File: src/rtl/bool_pkg.sv
// Shared types and constants for the boolean gate sweep stage.
// State encoding, vector width and the reference truth table.
package bool_pkg;

  typedef enum logic [1:0] {
    IDLE,
    RUN,
    DONE
  } state_t;

  localparam int VEC_W = 3;

  // Truth table of e = ~((a&b)|c), bit i for {a,b,c} = i
  localparam logic [7:0] EXP_BOOL2B = 8'h15;

endpackage

File: src/rtl/bool_sweep_step_timer.sv
// Per-vector hold counter for the sweep stage.
// Emits the sample strobe at SETTLE and the step-end strobe at DIV-1.
module step_timer #(
  parameter int unsigned DIV    = 4,
  parameter int unsigned SETTLE = 1
) (
  input  logic clk,
  input  logic rst_n,
  input  logic i_clr,
  input  logic i_run,
  output logic o_sample_now,
  output logic o_step_end
);

  localparam int unsigned CW = (DIV > 1) ? $clog2(DIV) : 1;

  logic [CW-1:0] r_cnt;

  assign o_sample_now = i_run && (r_cnt == CW'(SETTLE));
  assign o_step_end   = i_run && (r_cnt == CW'(DIV - 1));

  always_ff @(posedge clk or negedge rst_n) begin
    if (!rst_n) begin
      r_cnt <= '0;
    end else if (i_clr || o_step_end) begin
      r_cnt <= '0;
    end else if (i_run) begin
      r_cnt <= r_cnt + CW'(1);
    end
  end

endmodule

File: src/rtl/bool_sweep.sv
// Drives all eight {a,b,c} vectors into the gate stage and captures
// the e response of each into a truth table checked against EXP.
module bool_sweep
  import bool_pkg::*;
#(
  parameter int unsigned DIV    = 4,
  parameter int unsigned SETTLE = 1,
  parameter logic [7:0]  EXP    = EXP_BOOL2B
) (
  input  logic       clk,
  input  logic       rst_n,
  input  logic       i_start,
  input  logic       i_e,
  output logic       o_a,
  output logic       o_b,
  output logic       o_c,
  output logic       o_busy,
  output logic       o_done,
  output logic [7:0] o_table,
  output logic       o_match
);

  state_t           r_state;
  state_t           w_state_nxt;
  logic [VEC_W-1:0] r_idx;
  logic [VEC_W-1:0] w_idx_nxt;
  logic [VEC_W-1:0] r_vec;
  logic [VEC_W-1:0] w_vec_nxt;
  logic [7:0]       r_table;
  logic [7:0]       w_table_nxt;
  logic             r_match;
  logic             w_match_nxt;
  logic             w_accept;
  logic             w_run;
  logic             w_sample;
  logic             w_step_end;

  assign w_accept = (r_state == IDLE) && i_start;
  assign w_run    = (r_state == RUN);

  step_timer #(
    .DIV    (DIV),
    .SETTLE (SETTLE)
  ) u_timer (
    .clk          (clk),
    .rst_n        (rst_n),
    .i_clr        (w_accept),
    .i_run        (w_run),
    .o_sample_now (w_sample),
    .o_step_end   (w_step_end)
  );

  always_comb begin
    w_state_nxt = r_state;
    w_idx_nxt   = r_idx;
    w_vec_nxt   = r_vec;
    w_table_nxt = r_table;
    w_match_nxt = r_match;
    unique case (r_state)
      IDLE: begin
        if (i_start) begin
          w_state_nxt = RUN;
          w_idx_nxt   = '0;
          w_vec_nxt   = '0;
          w_table_nxt = '0;
          w_match_nxt = 1'b0;
        end
      end
      RUN: begin
        if (w_sample) begin
          w_table_nxt[r_idx] = i_e;
        end
        if (w_step_end) begin
          // DIV=1 samples and steps on the same edge, so compare
          // against the table including this cycle's capture.
          if (r_idx == '1) begin
            w_state_nxt = DONE;
            w_match_nxt = (w_table_nxt == EXP);
          end else begin
            w_idx_nxt = r_idx + VEC_W'(1);
            w_vec_nxt = r_idx + VEC_W'(1);
          end
        end
      end
      DONE: begin
        w_state_nxt = IDLE;
        w_vec_nxt   = '0;
      end
      default: begin
        w_state_nxt = IDLE;
        w_vec_nxt   = '0;
      end
    endcase
  end

  always_ff @(posedge clk or negedge rst_n) begin
    if (!rst_n) begin
      r_state <= IDLE;
      r_idx   <= '0;
      r_vec   <= '0;
      r_table <= '0;
      r_match <= 1'b0;
    end else begin
      r_state <= w_state_nxt;
      r_idx   <= w_idx_nxt;
      r_vec   <= w_vec_nxt;
      r_table <= w_table_nxt;
      r_match <= w_match_nxt;
    end
  end

  assign o_a     = r_vec[2];
  assign o_b     = r_vec[1];
  assign o_c     = r_vec[0];
  assign o_busy  = (r_state != IDLE);
  assign o_done  = (r_state == DONE);
  assign o_table = r_table;
  assign o_match = r_match;

endmodule
File: config.mk
export PLATFORM = sky130hd
export DESIGN_NAME = bool_sweep
export DESIGN_NICKNAME = d
export VERILOG_FILES = /design/src/rtl/bool_pkg.sv /design/src/rtl/bool_sweep_step_timer.sv /design/src/rtl/bool_sweep.sv
export SDC_FILE = /design/constraint.sdc
export NUM_CORES = 1
export LEC_CHECK = 0
export BUFFER_PORTS_ARGS = -buffer_cell sky130_fd_sc_hd__buf_2
export CAP_MARGIN = 25
export CORE_ASPECT_RATIO = 1.2
export CORE_UTILIZATION = 53
export CTS_BUF_LIST = sky130_fd_sc_hd__clkbuf_8
export CTS_CLUSTER_DIAMETER = 200
export DETAILED_ROUTE_END_ITERATION = 12
export PLACE_DENSITY = 0.75
export SETUP_SLACK_MARGIN = 0.05
export SLEW_MARGIN = 5
export SYNTH_ARGS = -nofsm -noshare
export SYNTH_HDL_FRONTEND = slang
export SYNTH_SLANG_ARGS = --single-unit
File: constraint.sdc
create_clock -name clk -period 2.5 [get_ports clk]
set_clock_uncertainty 0.2 [all_clocks]
set_input_delay 0.375 -clock clk [delete_from_list [all_inputs] [get_ports clk]]
set_output_delay 0.375 -clock clk [all_outputs]
set_load 0.05 [all_outputs]
# --- Word level (Yosys, flattened, before mapping) ---
# Index checks and enable logic that the tools add are counted.
word_totals:
  regBits: 19
  in_bits: 4
  out_inout_bits: 14
  elab_cells: 56
classes:
  add_sub_neg: 2
  n_lt_le_gt_ge: 2
  eq_ne: 10
  mux: 22
  n_reduce_logical: 14
ops:
  columns: ["op", "n"]
  rows:
  - ["2-to-1 mux 8 bit", 3]
  - ["case mux 8 bit (2 select lines)", 1]
  - ["case mux 3 bit (2 select lines)", 2]
  - ["2-to-1 mux 2 bit", 5]
  - ["2-to-1 mux 3 bit", 3]
  - ["bitwise mux 8 bit", 1]
  - ["equality test 8 x 5 -> 1 bit, second input constant", 1]
  - ["inequality test 2 bit, second input constant", 4]
  - ["AND reduction 4 bit", 2]
  - ["AND reduction 3 bit", 2]
  - ["nonzero test 2 bit", 3]
  - ["equality test 2 x 1 -> 1 bit, second input constant", 2]
  - ["equality test 2 bit, second input constant", 2]
  - ["logical AND 1 bit", 4]
  - ["less-than comparator 3 x 4 -> 1 bit, second input constant", 1]
  - ["2-to-1 mux 1 bit", 4]
  - ["case mux 2 bit (2 select lines)", 1]
  - ["adder 3 x 1 -> 3 bit, second input constant", 1]
  - ["demux 1 bit (select 3 bit)", 1]
  - ["equality test 3 bit, second input constant", 1]
  - [">= comparator 3 x 1 -> 1 bit, second input constant", 1]
  - ["adder 2 x 1 -> 2 bit, second input constant", 1]
  - ["zero test 2 bit", 1]
  - ["case mux 1 bit (2 select lines)", 1]
  - ["other kinds (2)", 2]

# --- Longest topological paths before layout ---
depth:
  depth_word: 11
  ltp_mapped: 7
  mapped_depth_nobuf: 6

# --- Hierarchy ---
# Synthesis repeated with hierarchy kept, for this count alone.
unflattened:
  cells_unflattened: 101
  area_unflattened_um2: 1063.5
by_module_without_submodules:
  columns: ["mod", "instances", "cells_each", "area_each_um2", "seq_area_each_um2"]
  rows:
  - ["bool_sweep", 1, 89, 934.6, 425.4]
  - ["step_timer", 1, 12, 128.9, 50.0]

# --- Worst setup path before layout ---
# Ideal clock, no wire load.
synth_timing:
  path_kind: "flip-flop to flip-flop"
  start: "reg r_table[1], in the netlist o_table[1]"
  end: "reg r_match, in the netlist o_match"
  setup_time_ns: 0.092
  arrival_time_ns: 1.678
  required_time_ns: 2.208
  slack_ns: 0.530
  path_stages_with_launch: 5
  n_path_buf: 0
  synth_period_minus_slack_ns: 1.970
  cell_sequence: "dfrtp_1 mux2_2 or4_1 a22o_1 o31ai_2"
synth_via:
  elab_chain_cells: 7
synth_lines:
  columns: ["item", "line", "source"]
  rows:
  - ["start: declaration", "bool_sweep.sv:29", "logic [7:0] r_table;"]
  - ["start signal: assignment", "bool_sweep.sv:107", "r_table <= w_table_nxt;"]
  - ["bitwise mux 8 bit", "bool_sweep.sv:71", "w_table_nxt[r_idx] = i_e;"]
  - ["2-to-1 mux 8 bit (*)", "bool_sweep.sv:70", "if (w_sample) begin"]
  - ["2-to-1 mux 8 bit (*)", "bool_sweep.sv:59", "unique case (r_state)"]
  - ["equality test 8 x 5 -> 1 bit (*)", "bool_sweep.sv:78", "w_match_nxt = (w_table_nxt == EXP);"]
  - ["2-to-1 mux 1 bit (*)", "bool_sweep.sv:76", "if (r_idx == '1) begin"]
  - ["2-to-1 mux 1 bit (*)", "bool_sweep.sv:73", "if (w_step_end) begin"]
  - ["case mux 1 bit (2 select lines) (*)", "bool_sweep.sv:59", null]
  - ["end signal: assignment", "bool_sweep.sv:108", "r_match <= w_match_nxt;"]
  - ["end: declaration", "bool_sweep.sv:31", "logic r_match;"]
# Every way passes the cells marked *; elsewhere a longest branch is shown, timed or not. The select of a mux whose other input is x is not followed.
# A chain may end at the register's enable or synchronous reset.

# --- Worst setup path after layout ---
layout_timing:
  start: "reg u_timer.r_cnt[1]"
  end: "reg r_match, in the netlist o_match"
layout_via:
  elab_chain_cells: 8
  elab_cells_between_ends: 12
  classes_between: "eq/ne (4); mux (5); reduce/logical (3)"
layout_lines:
  columns: ["item", "line", "source"]
  rows:
  - ["start: declaration", "bool_sweep_step_timer.sv:17", "logic [CW-1:0] r_cnt;"]
  - ["start signal: assignment", "bool_sweep_step_timer.sv:28", "r_cnt <= r_cnt + CW'(1);"]
  - ["equality test 2 x 1 -> 1 bit", "bool_sweep_step_timer.sv:19", "assign o_sample_now = i_run && (r_cnt == CW'(SETTLE));"]
  - ["logical AND 1 bit", "bool_sweep_step_timer.sv:19", null]
  - ["2-to-1 mux 8 bit", "bool_sweep.sv:70", null]
  - ["2-to-1 mux 8 bit", "bool_sweep.sv:59", null]
  - ["equality test 8 x 5 -> 1 bit", "bool_sweep.sv:78", null]
  - ["2-to-1 mux 1 bit", "bool_sweep.sv:76", null]
  - ["2-to-1 mux 1 bit", "bool_sweep.sv:73", null]
  - ["case mux 1 bit (2 select lines)", "bool_sweep.sv:59", null]
# Parallel ways exist; a longest one is shown, timed or not. The select of a mux whose other input is x is not followed.

==> PnR_summary.wiki <==
{| class="wikitable"
! Metric !! Value
|-
| Status || complete, no violations
|-
| Post-detailed-placement cell area || between 0.001 and 0.0015 mm²
|-
| Number of warnings printed during yosys synthesis || 0
|-
| Synthesized cell area || ~0.0011 mm²
|-
| Number of clock buffers inserted by TritonCTS || 3
|-
| Time the worst path needs with I/O delays and setup || approximately 2.1 ns
|-
| Layout cells sized above 1 || around 23%
|-
| Most used flip-flop cell after synthesis || sky130_fd_sc_hd__dfrtp_1
|-
| Y dimension of the die || about 53 µm
|-
| Filler Cells Inserted || 178
|-
| Iteration count of the initial detailed-routing pass || 4
|-
| Unrepaired setup endpoints after global routing || false
|-
| Antenna violations before repair || 0
|-
| Number of inserted diodes || 0
|-
| Proportion of power drawn by the clock network || 11.6%
|-
| Share of the clock period used by the worst path || 84.0%
|-
| Die ar. || approximately 0.0024 mm²
|-
| Worst-Margin Slew || roughly 0.65 ns
|-
| Avg Inst Size Synth || between 9 and 10 µm²
|-
| Area delta synth->final || 14.6%
|-
| Worst hold path type || in -> reg
|-
| Clock transition at the registers of the reported paths || roughly 0.070 ns
|-
| Total number of vias || ~940
|-
| Post-Syn Instances || about 120
|-
| Final instance count without filler cells || about 160
|-
| Cell type contributing the most total cell area after synthesis || sky130_fd_sc_hd__dfrtp_1
|-
| Worst Setup Slack post-DPL || about 0.41 ns
|-
| Setup violations, final || 0
|-
| Post-synth EDFFs || 0
|-
| Endpoint arrival time on the critical path || 2.07 ns
|-
| Internal || roughly 0.92 mW
|-
| Rows || 18
|-
| Max_cap viols || 0
|-
| Worst setup path class || reg -> reg
|-
| F_max || 0.476 GHz
|-
| Number of nets with antenna violations after detailed routing || 0
|-
| Flip-flop and latch count after synthesis || 19
|-
| Port bufs || 17
|-
| Source-to-sink clock delay at the later pin of the worst-skew pair || 0.26 ns
|-
| Critical path data required time || roughly 2.5 ns
|-
| Post-synth top area share || ~41%
|-
| GR Util All Layers || between 20% and 30%
|-
| End-of-flow core utilization || between 60 and 70%
|-
| GRT overflow || 0
|-
| Fraction of registers with async set/reset || 100%
|-
| Final design instance area without fill || 0.00132 mm²
|-
| Root buffer cell || sky130_fd_sc_hd__clkbuf_8
|-
| Ports placed on the boundary || 18
|-
| Share of total power in sequential cells || 30.5%
|-
| Cell with the most instances after synthesis || sky130_fd_sc_hd__dfrtp_1
|-
| Part of the total power dissipated in combinational logic || around 58%
|-
| Post-synthesis net count || 124
|-
| Global-route wire length before repair || 4000 µm
|-
| Fraction of the yosys area taken by sequential cells || around two fifths
|-
| Net switching component of the power || between 0.9 and 1 mW
|-
| Estimated wirelength of the detail-placed design || about 1800 µm
|-
| Placeable core region || about 0.0020 mm²
|-
| Leakage || around 0.62 nW
|-
| Average wire per standard cell || ~15 µm
|-
| Number of hold-slack violations in the final timing report || 0
|-
| H-Tree Level Count || 1
|-
| Setup TNS Final || 0 ns
|-
| Number of buffers between clock root and the deepest sink || 2
|-
| Detailed-route wire length || roughly 2400 µm
|-
| Clock tree from TritonCTS || yes
|-
| Routability cong. || roughly 0.84
|-
| Maximum number of pins on one net before global-route repair || 20
|-
| Clock sink count || 19
|-
| First-iteration detailed-routing DRC count || 11
|-
| Synth top cells by count || 19 x sky130_fd_sc_hd__dfrtp_1, 9 x sky130_fd_sc_hd__nand2_1, 8 x sky130_fd_sc_hd__o21ai_1, 6 x sky130_fd_sc_hd__inv_1
|-
| Max-slew violation count || 0
|-
| Starting utilization of the core area || roughly 56%
|-
| Largest cells by area after synthesis || sky130_fd_sc_hd__dfrtp_1 41%, sky130_fd_sc_hd__ha_1 4.4%, sky130_fd_sc_hd__o21ai_1 3.5%
|-
| # nets final || approximately 140
|-
| Number of remaining DRC errors || 0
|-
| Top fanout value on the critical path || 7
|-
| Final critical-path setup slack || approximately 0.4 ns
|-
| Switching Fraction || between 50% and 60%
|-
| CP Launch Type || flop
|-
| Worst VDD drop || 929 µV
|-
| Max_slew headroom || a little under three fifths
|-
| Total power divided by cell area || ~1400 mW/mm²
|-
| Vias/cell || about 5.8
|-
| Number of cells after detailed placement || approximately 160
|-
| Horizontal die dimension || between 40 and 50 µm
|-
| Unique cell type count in the Yosys netlist || 43
|-
| Nature of the critical path endpoint || flop
|-
| Number of global-route vias before repair || roughly 910
|}
==> flip-flops by register name, indices dropped and copies added, names as in the netlist <==
name / flops
o_match: 1
r_vec: 3
u_timer.r_cnt: 2
o_table: 8
r_state: 2
r_idx: 3
==> path summary, 6_finish.rpt <==
check	start	end	slack, ns	depth (start not counted)
setup / recovery	u_timer.r_cnt[1]$_DFFE_PN0P_	o_match$_DFFE_PN0P_	0.40	6
hold / removal	i_start	r_vec[2]$_DFFE_PN0P_	0.28	4
setup reg to reg	u_timer.r_cnt[1]$_DFFE_PN0P_	o_match$_DFFE_PN0P_	0.40	6
hold reg to reg	o_table[6]$_DFFE_PN0P_	o_table[6]$_DFFE_PN0P_	0.32	1
max in group asynchronous	rst_n	o_table[6]$_DFFE_PN0P_	1.44	2
min in group asynchronous	rst_n	o_table[3]$_DFFE_PN0P_	0.37	2
==> critical path, stage by stage (launching register included) <==
cell and delay, ns:
sky130_fd_sc_hd__dfrtp_1 0.39, sky130_fd_sc_hd__inv_1 0.09, sky130_fd_sc_hd__ha_1 0.24, sky130_fd_sc_hd__nand4b_4 0.17, sky130_fd_sc_hd__or4_1 0.49, sky130_fd_sc_hd__a22o_1 0.21, sky130_fd_sc_hd__o31ai_2 0.23
==> final cells by class <==
type                            count  area [µm²]  share of cell area, %
Clock buffer                        3        41.3                   3.13
Clock inverter                      1        5.00                  0.380
Inverter                            7        26.3                   1.99
Multi-Input combinational cell     82         614                   46.6
Sequential cell                    19         475                   36.1
Tap cell                           30        37.5                   2.85
Timing Repair Buffer               21         118                   8.93
==> placed cells by master (no fill, tap or decap), drive strengths merged, types with 2 or more instances in the layout <==
cell type  synthesis  layout
o21ai              9       9
a21o               2       2
clkbuf             4       3
a31oi              5       5
mux2               4       4
dfrtp             19      19
nor2b              2       2
nand2b             2       2
nand3              2       2
inv                7       7
a21oi              5       5
o41ai              3       3
mux2i              3       3
ha                 4       4
a32o               2       2
or2                2       2
nor2               4       4
o32ai              2       2
o31ai              3       3
o211ai             2       2
and3b              2       2
buf                4      20
nand2              9       9
==> power by group through the flow <==
stage	Sequential (mW)	Combinational (mW)	Clock, mW
2_1_floorplan	0.747	0.647	0
3_3_place_gp	0.564	1.05	0
3_5_place_dp	0.573	1.07	0
4_1_cts	0.567	1.08	0.215
5_1_grt	0.589	1.17	0.225
6_report	0.567	1.08	0.215
==> through the flow <==
step	power (mW)	hold slack (ns)
after CTS	1.86	0.286
after floorplan	1.39	-0.121
after global routing	1.99	0.299
final	1.86	0.284
after detailed placement	1.64	0.136
after global placement	1.61	0.136
==> per-layer routing <==
metal	vias up	wire length, µm	part of all wire [%]	track usage [%]
met4	0	57	2.4	11.6
met2	22	1190	49	37.7
li1	465	-	-	-
met1	448	1110	46	29.2
met5	-	0	0	0
met3	7	66	2.7	3.41
==> logic make-up after synthesis <==
group,Yosys count,share of synthesized area (%)
multiplexers,7,6.53
AO/OA/AOI/OAI,38,23.7
buffers and inverters,15,5.22
adder cells (fa/ha/maj),4,4.35
AND/OR/NAND/NOR,32,18.1
XOR/XNOR,1,0.762
flip-flops,19,41.3
==> timing repair <==
item                      4_1_cts  5_1_grt
hold buffers                    1        0
gates resized for setup         0        0
buffers inserted                0        0
hold endpoints to repair       19        0
Note: power is estimated with default switching activity, not from simulation.
